$ cat src/rtl/ps2_pkg.sv
// rtl/ps2_pkg.sv - shared PS/2 transmit states, frame constants and command bytes
package ps2_pkg;

    typedef enum logic [2:0] {
        IDLE,
        INHIBIT,
        REQ,
        DATA,
        ACK,
        WAIT_IDLE,
        DONE,
        ERR
    } ps2_state_e;

    localparam int PS2_FRAME_FE = 11;
    localparam int PS2_PARITY_W = 1;
    localparam int PS2_SHIFT_W  = 8 + PS2_PARITY_W;

    localparam logic [7:0] PS2_CMD_LEDS   = 8'hED;
    localparam logic [7:0] PS2_CMD_ENABLE = 8'hF4;
    localparam logic [7:0] PS2_CMD_RESET  = 8'hFF;

    // Odd parity sits above the data byte so the frame shifts out LSB first.
    function automatic logic [PS2_SHIFT_W-1:0] ps2_frame_load(input logic [7:0] data);
        return {~^data, data};
    endfunction

endpackage

$ cat src/rtl/ps2_sync_edge.sv
// rtl/ps2_sync_edge.sv - ps2 clock/data synchronizer with falling-edge strobe
module ps2_sync_edge #(
    parameter int SYNC_STAGES = 2
) (
    input  logic clk,
    input  logic resetn,
    input  logic ps2_clk_raw,
    input  logic ps2_data_raw,
    output logic clk_sync,
    output logic data_sync,
    output logic clk_fe
);

    logic [SYNC_STAGES-1:0] clk_pipe;
    logic [SYNC_STAGES-1:0] data_pipe;
    logic                   clk_prev;

    // Reset to the idle-high line level so leaving reset never fakes an edge.
    always_ff @(posedge clk) begin
        if (!resetn) begin
            clk_pipe  <= '1;
            data_pipe <= '1;
            clk_prev  <= 1'b1;
        end else begin
            clk_pipe  <= {clk_pipe[SYNC_STAGES-2:0], ps2_clk_raw};
            data_pipe <= {data_pipe[SYNC_STAGES-2:0], ps2_data_raw};
            clk_prev  <= clk_pipe[SYNC_STAGES-1];
        end
    end

    assign clk_sync  = clk_pipe[SYNC_STAGES-1];
    assign data_sync = data_pipe[SYNC_STAGES-1];
    assign clk_fe    = clk_prev & ~clk_pipe[SYNC_STAGES-1];

endmodule

$ cat src/rtl/ps2_tx.sv
// rtl/ps2_tx.sv - PS/2 host-to-device command transmitter with ACK check and timeout
module ps2_tx
    import ps2_pkg::*;
#(
    parameter int INHIBIT_CYCLES = 10000,
    parameter int TIMEOUT_CYCLES = 2000000,
    parameter int SYNC_STAGES    = 2
) (
    input  logic       Clk_T,
    input  logic       Reset_T,
    input  logic       tx_start,
    input  logic [7:0] tx_data,
    input  logic       ps2_clk_in,
    input  logic       ps2_data_in,
    output logic       ps2_clk_oe,
    output logic       ps2_data_oe,
    output logic       tx_busy,
    output logic       tx_done,
    output logic       tx_err
);

    localparam int CNT_MAX = (INHIBIT_CYCLES > TIMEOUT_CYCLES) ? INHIBIT_CYCLES : TIMEOUT_CYCLES;
    localparam int CNT_W   = $clog2(CNT_MAX + 1);

    ps2_state_e             state, state_n;
    logic [CNT_W-1:0]       cnt, cnt_n;
    logic [3:0]             bitcnt, bitcnt_n;
    logic [PS2_SHIFT_W-1:0] shift, shift_n;
    logic                   clk_oe_n, data_oe_n, busy_n;
    logic                   clk_sync, data_sync, clk_fe, timed_out;

    ps2_sync_edge #(.SYNC_STAGES(SYNC_STAGES)) u_sync (
        .clk          (Clk_T),
        .resetn       (Reset_T),
        .ps2_clk_raw  (ps2_clk_in),
        .ps2_data_raw (ps2_data_in),
        .clk_sync     (clk_sync),
        .data_sync    (data_sync),
        .clk_fe       (clk_fe)
    );

    always_ff @(posedge Clk_T) begin
        if (!Reset_T) begin
            state       <= IDLE;
            cnt         <= '0;
            bitcnt      <= '0;
            shift       <= '0;
            ps2_clk_oe  <= 1'b0;
            ps2_data_oe <= 1'b0;
            tx_busy     <= 1'b0;
            tx_done     <= 1'b0;
            tx_err      <= 1'b0;
        end else begin
            state       <= state_n;
            cnt         <= cnt_n;
            bitcnt      <= bitcnt_n;
            shift       <= shift_n;
            ps2_clk_oe  <= clk_oe_n;
            ps2_data_oe <= data_oe_n;
            tx_busy     <= busy_n;
            tx_done     <= (state_n == DONE);
            tx_err      <= (state_n == ERR);
        end
    end

    always_comb begin
        state_n   = state;
        cnt_n     = cnt + 1'b1;
        bitcnt_n  = bitcnt;
        shift_n   = shift;
        data_oe_n = ps2_data_oe;
        timed_out = (cnt == CNT_W'(TIMEOUT_CYCLES - 1));

        unique case (state)
            IDLE: begin
                cnt_n = '0;
                if (tx_start) begin
                    shift_n  = ps2_frame_load(tx_data);
                    bitcnt_n = '0;
                    state_n  = INHIBIT;
                end
            end
            INHIBIT: begin
                if (cnt == CNT_W'(INHIBIT_CYCLES - 1)) begin
                    cnt_n     = '0;
                    data_oe_n = 1'b1;
                    state_n   = REQ;
                end
            end
            REQ: begin
                if (clk_fe) begin
                    cnt_n     = '0;
                    data_oe_n = ~shift[0];
                    shift_n   = {1'b1, shift[PS2_SHIFT_W-1:1]};
                    bitcnt_n  = 4'd1;
                    state_n   = DATA;
                end else if (timed_out) begin
                    state_n = ERR;
                end
            end
            DATA: begin
                if (clk_fe) begin
                    cnt_n    = '0;
                    bitcnt_n = bitcnt + 1'b1;
                    // Once the parity bit is out, the next edge is the released stop bit.
                    if (bitcnt == 4'(PS2_SHIFT_W)) begin
                        data_oe_n = 1'b0;
                        state_n   = ACK;
                    end else begin
                        data_oe_n = ~shift[0];
                        shift_n   = {1'b1, shift[PS2_SHIFT_W-1:1]};
                    end
                end else if (timed_out) begin
                    state_n = ERR;
                end
            end
            ACK: begin
                if (clk_fe) begin
                    cnt_n    = '0;
                    bitcnt_n = 4'(PS2_FRAME_FE);
                    state_n  = data_sync ? ERR : WAIT_IDLE;
                end else if (timed_out) begin
                    state_n = ERR;
                end
            end
            WAIT_IDLE: begin
                if (clk_sync && data_sync) begin
                    state_n = DONE;
                end else if (clk_fe) begin
                    cnt_n = '0;
                end else if (timed_out) begin
                    state_n = ERR;
                end
            end
            DONE, ERR: begin
                cnt_n   = '0;
                state_n = IDLE;
            end
            default: state_n = IDLE;
        endcase

        clk_oe_n = (state_n == INHIBIT);
        if (state_n inside {IDLE, INHIBIT, DONE, ERR}) begin
            data_oe_n = 1'b0;
        end
        busy_n = state_n inside {INHIBIT, REQ, DATA, ACK, WAIT_IDLE};
    end

endmodule
$ cat config.mk
export PLATFORM = sky130hd
export DESIGN_NAME = ps2_tx
export DESIGN_NICKNAME = d
export VERILOG_FILES = /design/src/rtl/ps2_pkg.sv /design/src/rtl/ps2_sync_edge.sv /design/src/rtl/ps2_tx.sv
export SDC_FILE = /design/constraint.sdc
export NUM_CORES = 1
export LEC_CHECK = 0
export BUFFER_PORTS_ARGS = -buffer_cell sky130_fd_sc_hd__buf_2
export CAP_MARGIN = 0
export CORE_ASPECT_RATIO = 1.1
export CORE_MARGIN = 3
export CORE_UTILIZATION = 36
export DETAILED_ROUTE_END_ITERATION = 8
export PLACE_DENSITY = 0.54
export SETUP_SLACK_MARGIN = 0.02
export SLEW_MARGIN = 5
export SYNTH_ARGS = -nofsm -noshare
export SYNTH_HDL_FRONTEND = slang
export SYNTH_SLANG_ARGS = --single-unit
$ cat constraint.sdc
create_clock -name Clk_T -period 3.7 [get_ports Clk_T]
set_input_delay 0.37 -clock Clk_T [delete_from_list [all_inputs] [get_ports Clk_T]]
set_output_delay 0.37 -clock Clk_T [all_outputs]
set_load 0.1 [all_outputs]
==> results, run 1 <==
- After synthesis, the most frequently instantiated cells are nor2_1 (52), dfxtp_1 (47), nand2_1 (29).
- The number of nets in the layout is 305.
- The antenna diode count is 0.
- The hold buffer count at cts is 0.
- The number of failing hold endpoints at the final stage is 0.
- The remaining number of nets flagged by the antenna check after routing is 0.
- Synthesis inferred 47 register bits.
- The time the worst path needs with I/O delays and setup is 2340 ps.
- The estimated wirelength of the detail-placed design is 3.43 mm.
- In this run the clock root is driven by a clkbuf_8.
- The post-route fraction of the period consumed by the critical path is 63.1%.
- The fraction of final layout cells sized beyond drive strength 1 is 13.8%.
- For this run, design rule violations remaining after detail routing come to 0.
- Headroom to the max-slew limit came out at 32.4%.
- The initial antenna violation count is 0.
- Buffers inserted during clock tree synthesis total 5.
- The signed area change from the synthesized netlist to the final layout is 9.43%.
- For the final routed database, the setup TNS stands at 0 ps.
- nor2_1 is the most common cell in the netlist.
- Counting every instance in the synthesized netlist gives 274.
- The area fraction of the dominant cell type after synthesis is 41.0%.
- The maximum vdd drop is 0.234 mV.
- The share of synthesized flip-flops with an asynchronous set or reset is 0%.
- Counting every sink on the clock net gives 47.
- The upper clock frequency limit is 0.428 GHz.
- Detailed routing inserted a total of 1850 vias.
- Setup repair after global routing left no endpoint under its margin.
- The count of buffers added on input and output ports is 17.
- Setup violations remaining at the end of the flow were counted as 0.
- After synthesis, the cell types taking the most area are dfxtp_1 (41%), nor2_1 (8.5%), xnor2_1 (6.1%).
- The internal power is 686 uW.
- Yosys printed 0 warnings.
- The flow ran to the end, and the final reports show no timing, DRC or antenna violations.
- Dividing total power by cell area gives a power density of 370 nW/um^2.
- The congestion estimate from routability-driven global placement came to 0.781.
- The share of power burned in registers is 57.2%.
- The maximum clock skew at final layout is 5.09 ps.
- After detailed routing, the number of vias per cell comes to 5.04.
- The die footprint is 7370 sq um.
- Of the total power, the share spent switching nets is 26.2%.
- The netlist area before placement is 2300 sq um.
- The post-cts resize count is 0.
- The cell accounting for the most synthesized area is dfxtp_1.
- The switching power total is 244 uW.
- The prevailing post-synth register cell is dfxtp_1.
- The wire length of the first global-routing pass is 8.46 mm.
- Sequential elements use 41.0% of the synthesized area.
- Along the worst path, the maximum fanout reaches 17.
- The worst path arrival time is 2530 ps.
- The number of fill cells in the layout is 645.
- For this run, the share of the core covered by cells in the final layout is 42.0%.
- The worst hold path class is primary input to register.
- Across the run, the number of max-cap violations was 0.
- The type of the worst setup path is register to register.
- The total I/O pin count is 18.
- The required time of the critical path is 3890 ps.
- The flop-to-flop setup slack is 1360 ps.
- Dividing the synthesized area by the synthesized cell count gives 8.38 sq um.
- The clock network fraction of design power is 33.3%.
- Once the floorplan was initialized, standard cells occupied 38.3% of the core.
- The number of design-rule violations left by the first detailed-router iteration is 90.
- The die is 89.8 um tall.
- For this design the static power due to leakage is 0.000893 uW.
- The number of pins with negative max-slew slack in the final report came to 0.
- The count of TritonRoute iterations in the first routing pass is 5.
- The remaining global-route overflow is 0.
- After detailed routing, the total wire length is 4.79 mm.
- Registers take 941 sq um.
- The clock tree synthesis step divided the H-tree into 2 levels.
- After clock tree synthesis, the clock-pin slew on the worst setup and hold paths is 90 ps.
- The overall die width is 82.1 um.
- Row generation in the floorplan step produced 29 rows.
- The clock passes through at most 2 buffers.
- The endpoint class of the critical path is a register.
- TritonCTS built the clock tree.
- STA classifies the critical path startpoint as a register.
- Per report_power, the combinational group accounts for 9.5% of the total.
- In this run the post-CTS setup repair buffer count came out at 0.
- The number of unique standard cell types used by synthesis is 49.
- The global-route usage over all layers is 14.1%.
- Entering global routing, the biggest net connects 22 pins.
- Synthesis produced a netlist with a net count of 290.
- After detailed routing, the average wire length per cell comes to 13.0 um.
- The number of global-route vias before repair is 1809.
- The transition at the pin with the smallest max-transition slack is 1010 ps.
- The multi-input combinational cells in the finished layout cover a total of 1260 sq um.
- The number of enable flip-flop cells after synthesis is 0.
- The core region is 5990 sq um.
- Clock latency on the worst-skew pair, taken at its later pin, is 300 ps.
through the flow:
| step | setup slack (ps) | instances | power, uW | hold WS (ps) | cell area, sq um |
|---|---|---|---|---|---|
| 5_1_grt | 1120 | 367 | 981 | 238 | 2510 |
| 4_1_cts | 1350 | 367 | 949 | 233 | 2510 |
| 2_1_floorplan | 1550 | 274 | 610 | 386 | 2300 |
| 6_report | 1360 | 367 | 930 | 243 | 2510 |
| 3_3_place_gp | 1370 | 359 | 633 | 392 | 2420 |
| 3_5_place_dp | 1400 | 359 | 633 | 393 | 2420 |
power groups by stage:
stage / clock network [uW] / logic [uW] / registers [uW]
global route: 347 / 99.7 / 535
detailed placement: 0 / 89.4 / 544
finish: 309 / 88.7 / 532
global placement: 0 / 88.9 / 544
floorplan: 0 / 57.2 / 553
CTS: 326 / 90.2 / 532
logic make-up after synthesis:
kind of cell             Yosys count  synth area share (%)
buffers and inverters             18                  3.98
AND/OR/NAND/NOR                  133                  28.2
AO/OA/AOI/OAI                     45                  14.4
XOR/XNOR                          27                  10.3
flip-flops                        47                  41.0
multiplexers                       1                 0.436
adder cells (fa/ha/maj)            3                  1.64
cell type report:
class	instances	share of cell area, %
Clock buffer	5	2.74
Clock inverter	3	0.797
Inverter	8	1.20
Multi-Input combinational cell	209	50.3
Sequential cell	47	37.5
Tap cell	77	3.83
Timing Repair Buffer	18	3.69
per-layer routing:
metal / up-vias / global-route usage [%] / routed length [um]
met5: - / 0 / 0
met3: 4 / 3.00 / 110
li1: 978 / - / -
met4: 0 / 3.74 / 45
met2: 16 / 23.3 / 2320
met1: 852 / 18.4 / 2310
critical path, stage by stage, from the launching register on:
cell and delay (ps):
dfxtp_1 360, inv_1 70, ha_1 170, and4b_2 250, o21a_1 180, nor2_1 760
nor2_1 100, a311oi_1 330
state kept, by name (all words and copies together), names as in the netlist:
| register | cells |
|---|---|
| cnt | 21 |
| tx_done | 1 |
| tx_err | 1 |
| ps2_clk_oe | 1 |
| bitcnt | 4 |
| u_sync.data_pipe | 2 |
| tx_busy | 1 |
| u_sync.clk_pipe | 2 |
| shift | 9 |
| ps2_data_oe | 1 |
| u_sync.clk_prev | 1 |
| state | 3 |
path summary, 6_finish.rpt:
path                  startpoint                   to  cells after the start
max                    bitcnt[1]             shift[4]                      7
min                  ps2_data_in  u_sync.data_pipe[0]                      2
max reg2reg            bitcnt[1]             shift[4]                      7
min reg2reg  u_sync.data_pipe[0]  u_sync.data_pipe[1]                      1
cell usage in the layout, fill, tap and decap left out, types with 7 or more instances in the layout:
master | synthesis | routed
nand2_1 | 29 | 29
a311oi_1 | 9 | 9
o21ai_0 | 11 | 11
nor2_1 | 52 | 52
inv_1 | 7 | 7
buf_2 | 0 | 17
nand2b_1 | 9 | 9
nor3_1 | 7 | 7
nand3_1 | 10 | 10
xor2_1 | 11 | 11
xnor2_1 | 16 | 16
dfxtp_1 | 47 | 47
Power figures use the tool's default switching activity.
==> inputs of run 2 (changes only) <==
- PLACE_DENSITY: 0.54 -> 0.56
- clock period: 3.7 -> 2 ns (I/O delays scaled with it)
==> run 2 against run 1 <==
The flow now finishes with violations (setup timing). Design area increased by 11%. Sequential power grew 85%. Critical path type unchanged. Non-clock buffer count up 30. Sequential cell count stayed put. Die area is the same. Critical path depth decreased by 1. Critical endpoint is now ps2_data_oe. Maximum frequency up 5.9%.
==> results, run 2 (synthesis results as in run 1) <==
- Largest registers ranked by flip-flop count: cnt: 21 flops, shift: 9 flops, bitcnt: 4 flops (unchanged).
- The number of failing hold endpoints at the final stage is 0 (unchanged).
- The worst hold path class was primary input to register (unchanged).
- Unrepaired setup endpoints after global routing: yes (was no).
- The final design instance area without fill is 2800 sq um (was 2510 sq um).
- The number of buffers between clock root and the deepest sink came to 2 (unchanged).
- The global-route usage over all layers is 14.9% (was 14.1%).
- The final total power was 1770 uW (was 930 uW).
- The maximum vdd drop is 0.431 mV (was 0.234 mV).
- Most frequent cells in the layout: nor2_1 (52), dfxtp_1 (46), nand2_1 (29), buf_4 (29), buf_2 (17) (was nor2_1 (52), dfxtp_1 (47), nand2_1 (29)).
- The upper clock frequency limit was 0.453 GHz (was 0.428 GHz).
- The overall die width is 82.1 um (unchanged).
- The insertion delay to the later sink of the worst-skew pair is 310 ps (was 300 ps).
- The die footprint is 7370 sq um (unchanged).
- The final number of setup-violating endpoints was 5 (was 0).
- The remaining global-route overflow is 0 (unchanged).
- The number of clock buffers inserted by TritonCTS is 5 (unchanged).
- The number of pins with negative max-slew slack in the final report is 0 (unchanged).
- The initial antenna violation count is 0 (unchanged).
- The root buffer cell is clkbuf_8 (unchanged).
- The worst path arrival time is 2440 ps (was 2530 ps).
- The register with the most flip-flops is cnt (unchanged).
- The final cell count without fillers is 397 (was 367).
- The transition at the pin with the smallest max-transition slack is 571 ps (was 1010 ps).
- The pin count of the biggest net entering global routing is 22 (unchanged).
- The core box area is 5990 sq um (unchanged).
- The number of global-route vias before repair was 1890 (was 1809).
- The total vias in the final route is 2020 (was 1850).
- The number of sinks handled by clock tree synthesis is 47 (unchanged).
- The clock tree from TritonCTS is built (unchanged).
- The number of vias per cell after detailed routing is 5.09 (was 5.04).
- The biggest cell delay along the critical path is 570 ps (was 760 ps).
- The aggregate negative setup slack is -743 ps (was 0 ps).
- The leakage power was 0.00106 uW (was 0.000893 uW).
- The commonest non-fill, non-tap cell in the layout is nor2_1 (unchanged).
- The time the worst path needs with I/O delays and setup is 2210 ps (was 2340 ps).
- The clock-pin transition on the worst setup and hold timing paths is 100 ps (was 90 ps).
- The die span in y is 89.8 um (unchanged).
- The post-route fraction of the period consumed by the critical path was 110% (was 63.1%).
- The count of TritonRoute iterations in the first routing pass is 4 (was 5).
- The number of buffers and inverters on the critical path was 0 (was 1).
- The maximum level of the CTS H-tree is 2 (unchanged).
- The element type at the critical path start is a register (unchanged).
- The wire length of the first global-routing pass came to 8.76 mm (was 8.46 mm).
- The final reports fail on setup timing.
- The number of nets in the layout is 335 (was 305).
- The average wire length per cell after detail routing is 13.1 um (was 13.0 um).
- The endpoint class of the critical path is a register (unchanged).
- The instance area after placement is 2660 sq um (was 2420 sq um).
- The total I/O pin count is 18 (unchanged).
- The fraction of final layout cells sized beyond drive strength 1 is 24.4% (was 13.8%).
- The remaining number of nets flagged by the antenna check after routing is 0 (unchanged).
- The required time of the critical path came to 2230 ps (was 3890 ps).
- The slowest cell on the critical path is or4_4 (was nor2_1).
- The total detailed-routing wirelength came to 5.21 mm (was 4.79 mm).
- The quantity of I/O buffers inserted on ports is 17 (unchanged).
- The number of flip-flops in the largest register is 21 (unchanged).
- The number of design-rule violations left by the first detailed-router iteration is 117 (was 90).
- The type of the worst setup path is register to register (unchanged).
- The maximum clock skew at final layout is 13.1 ps (was 5.09 ps).
- The number of fill cells in the layout was 601 (was 645).
- The antenna diode count was 0 (unchanged).
- The cell count after placement is 387 (was 359).
- The headroom to the max-slew limit is 61.7% (was 32.4%).
- The standard-cell row count is 29 (unchanged).
- The max-capacitance violation count is 0 (unchanged).
- The dominant delay contributor by cell family on the critical path is simple AND/OR/NAND/NOR gates (unchanged).
- The routability-driven placement congestion ratio is 0.864 (was 0.781).
- The highest net fanout along the worst path was 4 (was 17).
- Worst-path cell chain: or4b_4 -> or4_4 -> o31ai_4 -> a32oi_2 -> xnor2_1 -> nor3_1 (was inv_1 -> ha_1 -> and4b_2 -> o21a_1 -> nor2_1 -> nor2_1 -> a311oi_1).
- The signed area change from the synthesized netlist to the final layout came to 21.7% (was 9.43%).
- The effective utilization at floorplan was 38.3% (unchanged).
- The estimated wirelength of the detail-placed design came to 3.69 mm (was 3.43 mm).
- The post-route DRC violation count is 0 (unchanged).
- Run status: finished, violations left (was completed).
- The power density normalized to cell area is 634 nW/um^2 (was 370 nW/um^2).
- The final worst slack is -207 ps (was 1360 ps).
[run 2: report_power, final]
group / internal, uW / switching, uW
Clock: 250 / 351
Sequential: 965 / 17.1
Combinational: 76.6 / 110
[run 2: through the flow]
stage / setup WS, ps / util, % / hold WS, ps
finish: -207 / 46.7 / 74.5
global route: -281 / 46.7 / 84.1
CTS: -229 / 46.0 / 68.0
detailed placement: -228 / 44.4 / 388
global placement: -202 / 44.4 / 385
floorplan: -127 / - / 273
[run 2: final timing paths]
path,start,end,slack (ps),cells after the start
hold reg to reg,u_sync.clk_pipe[0],u_sync.clk_pipe[1],400,1
hold / removal,ps2_clk_in,u_sync.clk_pipe[0],70,2
setup reg to reg,cnt[12],ps2_data_oe,-210,6
setup / recovery,cnt[12],ps2_data_oe,-210,6
[run 2: final cells by class]
type                            instances  area [sq um]  area share (%)
Clock buffer                            5          68.8            2.46
Clock inverter                          3          23.8           0.850
Inverter                                8          30.0            1.07
Multi-Input combinational cell        209          1290            46.3
Sequential cell                        47           942            33.7
Tap cell                               77          96.3            3.45
Timing Repair Buffer                   48           339            12.1
[run 2: per-layer routing]
layer	vias to the layer above	global-route usage [%]	wire [um]
met5	-	0	0
met4	0	4.99	70
met3	6	3.90	168
met2	26	23.0	2490
met1	947	20.0	2480
li1	1041	-	-
[run 2: repair_timing]
item	4_1_cts	5_1_grt
gates resized for setup	1	5
pin swaps	3	4
hold buffers	0	0
buffers inserted	0	1
gates cloned	0	1
endpoints found under the setup margin	7	28
